File: config.mk
export PLATFORM = sky130hd
export DESIGN_NAME = stream_demux
export DESIGN_NICKNAME = d
export VERILOG_FILES = /design/src/rtl/stream_demux.sv
export SDC_FILE = /design/constraint.sdc
export NUM_CORES = 1
export LEC_CHECK = 0
export CAP_MARGIN = 20
export CORE_ASPECT_RATIO = 2
export CORE_MARGIN = 1
export CORE_UTILIZATION = 60
export CTS_CLUSTER_SIZE = 12
export DETAILED_ROUTE_END_ITERATION = 10
export DONT_BUFFER_PORTS = 1
export PLACE_DENSITY = 0.76
export SLEW_MARGIN = 40
export SYNTH_ARGS = -nofsm -noshare
export SYNTH_HDL_FRONTEND = slang
export SYNTH_SLANG_ARGS = --single-unit
File: constraint.sdc
create_clock -name aclk -period 9.2 [get_ports aclk]
set_input_delay 0.92 -clock aclk [delete_from_list [all_inputs] [get_ports aclk]]
set_output_delay 0.92 -clock aclk [all_outputs]
set_load 0.01 [all_outputs]
File: src/rtl/stream_demux.sv
// Registered 1-to-2 valid/ready stream demultiplexer.
// Each output has its own circular-buffer FIFO and a wrapping pop counter.
module stream_demux #(
  parameter int DW    = 31,
  parameter int DEPTH = 2,
  parameter int CW    = 8
) (
  input  logic          aclk,
  input  logic          arst,
  input  logic [DW-1:0] din,
  input  logic          din_sel,
  input  logic          din_valid,
  output logic          din_ready,
  output logic [DW-1:0] res0,
  output logic          res0_valid,
  input  logic          res0_ready,
  output logic [DW-1:0] res1,
  output logic          res1_valid,
  input  logic          res1_ready,
  output logic [CW-1:0] cnt0,
  output logic [CW-1:0] cnt1
);

  localparam int PW = $clog2(DEPTH);
  localparam int OW = $clog2(DEPTH + 1);

  logic [1:0]    full;
  logic [1:0]    empty;
  logic [1:0]    push;
  logic [1:0]    pop;
  logic [1:0]    rdy;
  logic [DW-1:0] head [2];
  logic [CW-1:0] cnt  [2];

  // A full target FIFO refuses the beat even if it pops this cycle.
  assign din_ready = ~full[din_sel];
  assign push      = {din_valid & din_ready & din_sel, din_valid & din_ready & ~din_sel};
  assign rdy       = {res1_ready, res0_ready};
  assign pop       = rdy & ~empty;

  for (genvar g = 0; g < 2; g++) begin : g_fifo
    logic [DW-1:0] mem [DEPTH];
    logic [PW-1:0] wptr;
    logic [PW-1:0] rptr;
    logic [OW-1:0] occ;
    logic [CW-1:0] pops;

    always_ff @(posedge aclk or posedge arst) begin
      if (arst) begin
        mem  <= '{default: '0};
        wptr <= '0;
        rptr <= '0;
        occ  <= '0;
        pops <= '0;
      end else begin
        if (push[g]) begin
          mem[wptr] <= din;
          wptr      <= wptr + PW'(1);
        end
        if (pop[g]) begin
          rptr <= rptr + PW'(1);
          pops <= pops + CW'(1);
        end
        if (push[g] && !pop[g]) begin
          occ <= occ + OW'(1);
        end else if (!push[g] && pop[g]) begin
          occ <= occ - OW'(1);
        end
      end
    end

    assign full[g]  = (occ == OW'(DEPTH));
    assign empty[g] = (occ == '0);
    assign head[g]  = mem[rptr];
    assign cnt[g]   = pops;
  end

  assign res0       = head[0];
  assign res1       = head[1];
  assign res0_valid = ~empty[0];
  assign res1_valid = ~empty[1];
  assign cnt0       = cnt[0];
  assign cnt1       = cnt[1];

endmodule

Yosys cells after proc, flatten, opt, wreduce, memory -nomap -nowiden --
Index checks and enable logic that the tools add are counted.
Cells by class: add/subtract/negate cells 10, magnitude comparators 7, equal/unequal tests 2, muxes and demuxes 18, bitwise logic cells 13, reduce and logical (&&, ||, !) cells 14
Operators with widths (count):
- 31-bit two-way mux | 8
- 62-bit bitwise mux | 2
- 31-bit demux with 1-bit select | 2
- 8-bit by 1-bit adder with 8-bit output, second input constant | 2
- 2-bit greater-or-equal comparator, second input constant | 4
- 2-bit two-way mux | 4
- 1-bit NOT with 2-bit output | 4
- 1-bit logical AND | 6
- 1-bit adder, second input constant | 4
- 2-bit by 1-bit adder with 2-bit output, second input constant | 2
- 2-bit equality test, second input constant | 2
- 1-bit logical NOT | 4
- 2-bit logical NOT | 2
- 2-bit by 1-bit < comparator with 1-bit output, second input constant | 2
- 1-bit NOT | 4
- 2-bit nonzero test | 2
- 2-bit by 1-bit subtractor with 2-bit output, second input constant | 2
- 1-bit bitwise AND | 3
- 2-bit bitwise AND | 1
- 1-bit by 2-bit < comparator with 1-bit output, second input constant | 1
- 1-bit two-way mux | 2
- 2-bit NOT | 1
Storage, ports and cells: flip-flop bits (word level) 148, output and inout port bits 81

Longest topological paths before layout --
Gate-level depths: netlist of run 1.
word-level depth 10, gate-level depth with buffers 6, depth with buffers taken out 6

Worst setup path after synthesis of run 1 --
Ideal clock, no wire load.
path kind in2out, start point input port din_sel, end point output port din_ready, arrival time 1.148 ns, required time 8.280 ns, path slack 7.132 ns, cell stages on the path 2, cell sequence nor2_1 a21oi_1
On the way: word-level cells in the longest chain between the ends 3
RTL lines:
- from (decl) | RTL line 11 | input logic din_sel,
- 1-bit two-way mux (implied by the code) (2 in series) | RTL line 36 | assign din_ready = ~full[din_sel];
- 1-bit NOT | RTL line 36
- to (decl) | RTL line 13 | output logic din_ready,
No other way between the ends. The select of a mux whose other input is x is not followed.

Worst setup path after layout of run 1 --
start point register g_fifo[0].rptr, end point output port res0[20]
On the way: word-level cells in the longest chain between the ends 4
RTL lines:
- from (decl) | RTL line 44 | logic [PW-1:0] rptr;
- from (signal assigned) | RTL line 61 | rptr <= rptr + PW'(1);
- 1-bit NOT with 2-bit output (implied by the code) | RTL line 74 | assign head[g] = mem[rptr];
- 31-bit two-way mux (implied by the code) (3 in series) | RTL line 74
- to (decl) | RTL line 14 | output logic [DW-1:0] res0,
No other way between the ends. The select of a mux whose other input is x is not followed.

==> impl_metrics.csv, run 1 <==
group,metric,value,unit
finish,n_antenna_cell,0,
die,start_util,61.69,%
clock_network,post-cts-setup-buffers,0,
clock_network,clock-root-buffer,"clkbuf_16",
clock_network,ctsHtreeMaxLevel,4,
placement,dpl.hpwl,7915,um
route,vias_per_cell,5.877,
clock_network,postCtsHoldBufs,0,
route,wl_per_cell,20.42,um
die,core-area,10480,um2
clock_network,clk_pin_slew,0.06,ns
clock_network,clock_latency,0.41,ns
logic_synthesis,postSynthAreaPerCell,15.03,um2
clock_network,cts_sinks,148,
die,rows,53,
route,drt.antenna.violating_nets,0,
finish,fillers,770,
timing,skew,0.007901,ns
clock_network,ctsResizeCount,0,
worst_setup_path,crit_chain,"buf_4, mux2_2",
die,fp.dieArea,11220,um2
global_route,grt_usage,23.68,%
clock_network,clock_tree.buffer_depth,2,
global_route,grt_pass1_vias,3772,
die,dieWidth,75.39,um
route,drtPass1Iterations,4,
worst_setup_path,critPathCaptureType,"output port",
finish,nNetsFinal,476,
power,seqPwrFrac,41.7,%
logic_synthesis,ys_top_cells_by_area,"dfrtp_1 57%, mux2_2 30%, mux2_1 2.1%",
worst_setup_path,cp_slowest_cell,"dfrtp_1",
worst_hold_path,hold_class,"in2async",
power,power_frac_comb,32.6,%
timing,fin_tns_setup,0,ns
power,power.leakage,3.105,nW
timing,min_period,2.968,ns
timing,slew_headroom,52.40,%
logic_synthesis,synth_cell_type_count,29,
timing,finalHoldViolCount,0,
timing,fin_crit_sh,32.27,%
power,switchingPower,0.9441,mW
worst_setup_path,worstSetupStartpointType,"register",
timing,finalMaxSlewViolations,0,
worst_setup_path,crit_buf_inv,1,
route,vias,3438,
finish,finish.instance_area,7219,um2
logic_synthesis,syn_area,6464,um2
finish,final_layout_size_suffix_gt1_share,48.88,%
power,ir_drop,0.2602,mV
logic_synthesis,synth-seq-area-share,57.30,%
worst_setup_path,crit_fanout,18,
worst_setup_path,crit_family,"flip-flops",
global_route,grt_pass1_wl,19160,um
run_status,run_status,"completed",
power,switching_share,32.69,%
placement,gp_congestion,0.8143,
power,p_clk_share,25.7,%
route,drt-total-wl,11950,um
placement,port_buffers,0,
global_route,antenna_found_initial,0,
worst_setup_path,max_stage_delay,0.80,ns
die,ios,118,
clock_network,numCtsBuffers,17,
power,p_per_area,400.0,nW/um2
timing,setup_viol,0,
die,dieHeight,148.8,um
logic_synthesis,ys_ff_latch,148,
finish,area_growth,11.69,%
route,first_iter_violations,83,
run,max-cap-violations,0,
power,power,2.888,mW
route,drc,0,
timing,max_freq,336.9,MHz
timing,worst_slew_pin_slew,0.7140,ns
clock_network,cts_tree,"yes",
timing,holdWs,0.4489,ns
logic_synthesis,synth_top_area_share,57.30,%
placement,postPlaceCellArea,6570,um2
worst_setup_path,cp.arrival,2.05,ns
logic_synthesis,synth-warning-count,0,
worst_setup_path,cp.required,8.28,ns
timing,rsz0062_at_grt,"no",
logic_synthesis,synth_top_cell_by_area,"dfrtp_1",
global_route,overflow,0,
logic_synthesis,synthCells,430,
worst_setup_path,worstSetupPathType,"reg2out",
logic_synthesis,syn-num-nets,471,
power,internal_power,1.944,mW
global_route,grt_max_degree,78,
## final cells by class
type | instances | area [um2] | share of cell area [%]
clock buffer | 18 | 439.2 | 6.083
clock inverter | 14 | 202.7 | 2.808
inverter | 3 | 16.27 | 0.2253
multi-input combinational | 259 | 2638 | 36.53
sequential | 148 | 3704 | 51.30
tap | 137 | 171.4 | 2.374
timing repair buffer | 6 | 48.80 | 0.6759
## per-layer routing
layer	share of wire [%]	vias to the layer above	GRT usage, %	wire (um)
li1	-	1533	-	-
met1	37	1809	25.28	4394
met2	57	84	42.41	6805
met3	4.9	12	6.824	589
met4	1.3	0	9.074	155
met5	0	-	0	0
## synth_stat cells, drive strengths merged
library cell / instances
and3: 2
nor2b: 2
and2: 2
xnor2: 12
a21oi: 1
nand2b: 2
nor4b: 1
ha: 4
nand4b: 1
o21a: 2
inv: 2
nand4: 6
nor3b: 2
mux2: 186
nand2: 10
clkinv: 1
clkbuf: 2
xor2: 12
dfrtp: 148
nor3: 4
nand3: 3
buf: 18
nor2: 5
or2: 2
## cell families after synthesis
group / Yosys count / synth area share [%]
multiplexers: 186 / 32.40
flip-flops: 148 / 57.30
AND/OR/NAND/NOR: 42 / 3.871
XOR/XNOR: 24 / 3.252
buffers and inverters: 23 / 2.090
adder cells (fa/ha/maj): 4 / 0.7743
AO/OA/AOI/OAI: 3 / 0.3096
## cells in the final DEF (no fill, tap or decap), drive strengths merged, types with 5 or more instances in the layout
master	netlist	final
buf	18	6
clkbuf	2	18
clkinv	1	6
dfrtp	148	148
mux2	186	186
nand2	10	10
nand4	6	6
nor2	5	5
xnor2	12	12
xor2	12	12
## power groups by stage
stage | sequential, mW | combinational (mW) | clock, mW
final | 1.20 | 0.942 | 0.741
after global routing | 1.25 | 1.02 | 0.783
after CTS | 1.21 | 0.958 | 0.756
after detailed placement | 1.22 | 0.952 | 0
after global placement | 1.19 | 0.926 | 0
after floorplan | 1.13 | 0.841 | 0
## sequential cells by signal, indices dropped and copies added (netlist names)
name and flops:
g_fifo.rptr 2, cnt0 8, cnt1 8, g_fifo.occ 4, g_fifo.wptr 2, g_fifo.mem 124
## worst paths after layout
check	from	to	slack, ns	cells after the start
setup / recovery	g_fifo[0].rptr	res0[20]	6.23	2
hold / removal	arst	g_fifo[0].mem[38]	0.45	1
setup reg to reg	g_fifo[0].occ[1]	g_fifo[0].mem[45]	7.39	4
hold reg to reg	g_fifo[1].mem[55]	g_fifo[1].mem[55]	0.48	1
max in group asynchronous	arst	g_fifo[0].mem[53]	7.63	2
min in group aclk	g_fifo[1].mem[55]	g_fifo[1].mem[55]	0.48	1
## per-stage QoR
stage | setup slack [ns] | instances | util (%)
floorplan | 4.300 | 430 | -
global placement | 6.672 | 553 | 62.67
detailed placement | 6.642 | 553 | 62.71
CTS | 6.176 | 585 | 68.83
global route | 6.118 | 585 | 68.90
finish | 6.232 | 585 | 68.90
No activity file was read; power rests on OpenSTA's default activity.
==> inputs of run 2 (changes only) <==
- clock period: 9.2 -> 3 ns (I/O delays scaled with it)
==> run 2 against run 1 <==
Effect of this change: setup slack got worse by 5.4 ns; sequential share of layout area fell by 0.15 points; total power rose to 3.0 times the previous value; count of clock-buffer cells in the layout rose by 3; die area did not move; flip-flop and latch count did not move; critical path type unchanged; critical endpoint is now res1[17].
==> impl_metrics.csv, run 2 (same netlist as run 1, synthesis figures left out) <==
group,metric,value,unit
die,ios,118,
run_status,run_status,"completed",
placement,dp.cells,555,
die,start_util,61.69,%
power,p_per_area,1197,nW/um2
global_route,met2_usage,41.70,%
timing,fin_crit_sh,71.22,%
clock_network,postCtsHoldBufs,1,
global_route,grt_max_degree,64,
finish,final_cell_mix,"174 x mux2_2, 147 x dfrtp_1, 17 x clkbuf_16",
worst_setup_path,critPathCaptureType,"output port",
finish,final_layout_size_suffix_gt1_share,49.00,%
worst_hold_path,min_to,"g_fifo[1].mem[23]",
route,vias_per_cell,5.888,
worst_setup_path,cp.required,2.70,ns
global_route,grt_usage,24.16,%
global_route,overflow,0,
finish,seq_area,3707,um2
clock_network,cts_sinks,148,
route,wl_per_cell,20.88,um
placement,dpl.hpwl,8338,um
timing,holdWs,0.01939,ns
timing,rsz0062_at_grt,"no",
timing,fin_tns_setup,0,ns
die,core-area,10480,um2
timing,worst_slew_pin_slew,0.6722,ns
worst_setup_path,r2r_end,"g_fifo[0].mem[53]",
worst_hold_path,min_path_cells,1,
global_route,use_met1,26.32,%
worst_hold_path,hold_class,"in2reg",
power,power.leakage,3.124,nW
finish,utilization,69.18,%
timing,finalHoldViolCount,0,
finish,nNetsFinal,480,
clock_network,ctsResizeCount,0,
worst_setup_path,reg2reg_slack,1.04,ns
timing,setup_viol,0,
finish,largest_reg_flops,124,
finish,multi_input_area,2630,um2
power,ir_drop,0.8741,mV
global_route,met3_usage,8.311,%
clock_network,clock_tree.buffer_depth,2,
clock_network,clock_latency,0.41,ns
clock_network,clock-root-buffer,"clkbuf_16",
die,dieHeight,148.8,um
worst_hold_path,hp-start,"din[23]",
timing,min_period,2.136,ns
timing,skew,0.007849,ns
die,rows,53,
global_route,antenna_found_initial,0,
route,vias,3462,
placement,gp_congestion,0.7234,
run,max-cap-violations,0,
finish,n_antenna_cell,0,
worst_setup_path,worstSetupStartpointType,"register",
finish,final_cells,588,
clock_network,post-cts-setup-buffers,0,
timing,max_freq,468.1,MHz
placement,port_buffers,0,
finish,final_common_cell,"mux2_2",
die,dieWidth,75.39,um
route,drt-total-wl,12280,um
finish,area_growth,12.14,%
worst_setup_path,worstSetupPathType,"reg2out",
finish,fillers,770,
clock_network,ctsHtreeMaxLevel,4,
finish,largest_register,"g_fifo.mem",
global_route,grt_pass1_vias,3876,
timing,finalMaxSlewViolations,0,
route,first_iter_violations,130,
route,drc,0,
route,drt.antenna.violating_nets,0,
worst_setup_path,r2r_cells,4,
route,drtPass1Iterations,4,
worst_setup_path,cp.arrival,1.84,ns
worst_setup_path,crit_fanout,19,
timing,slew_headroom,55.19,%
clock_network,cts_tree,"yes",
worst_setup_path,rr_startpoint,"g_fifo[0].occ[1]",
clock_network,numCtsBuffers,17,
die,fp.dieArea,11220,um2
global_route,grt_pass1_wl,19730,um
global_route,busiest_layer,"met2",
clock_network,clk_pin_slew,0.06,ns
==> run 2: area by class of cell <==
type,instances,share of cell area (%)
Multi-Input combinational cell,259,36.29
Clock inverter,10,1.467
Tap cell,137,2.365
Timing Repair Buffer,10,2.037
Clock buffer,21,6.491
Inverter,3,0.2071
Sequential cell,148,51.15
==> run 2: power by group <==
part / internal [mW] / switching [mW] / total [mW]
sequential: 3.00 / 0.762 / 3.76
combinational: 1.58 / 1.30 / 2.88
clock: 1.28 / 0.765 / 2.04
==> run 2: per-stage QoR <==
stage                     total power, mW  setup WS (ns)  cell area, um2
after global placement              6.530          1.075            6631
after CTS                           8.782         0.8229            7218
after detailed placement            6.705          1.036            6631
after floorplan                     6.033         0.8390            6467
after global routing                9.196         0.7677            7248
final                               8.676         0.8635            7248
==> run 2: how the worst max path moves through the flow <==
stage,from,to,cells after the start
final,g_fifo[1].rptr,res1[17],2
after global routing,g_fifo[1].rptr,res1[17],2
after CTS,g_fifo[1].rptr,res1[17],2
after detailed placement,g_fifo[0].occ[1],g_fifo[0].mem[53],4
after global placement,g_fifo[0].occ[1],g_fifo[0].mem[45],4
after floorplan,arst,cnt0[0],1
==> run 2: critical path, cell delays in order (launching register included) <==
cell	delay, ns
dfrtp_1	0.77
buf_12	0.26
mux2_2	0.40
==> run 2: layer usage <==
metal	part of all wire [%]	wire length [um]	up-vias
met3	5.5	672	23
met4	2.3	280	0
li1	-	-	1536
met1	36	4450	1802
met2	56	6874	101
met5	0	0	-
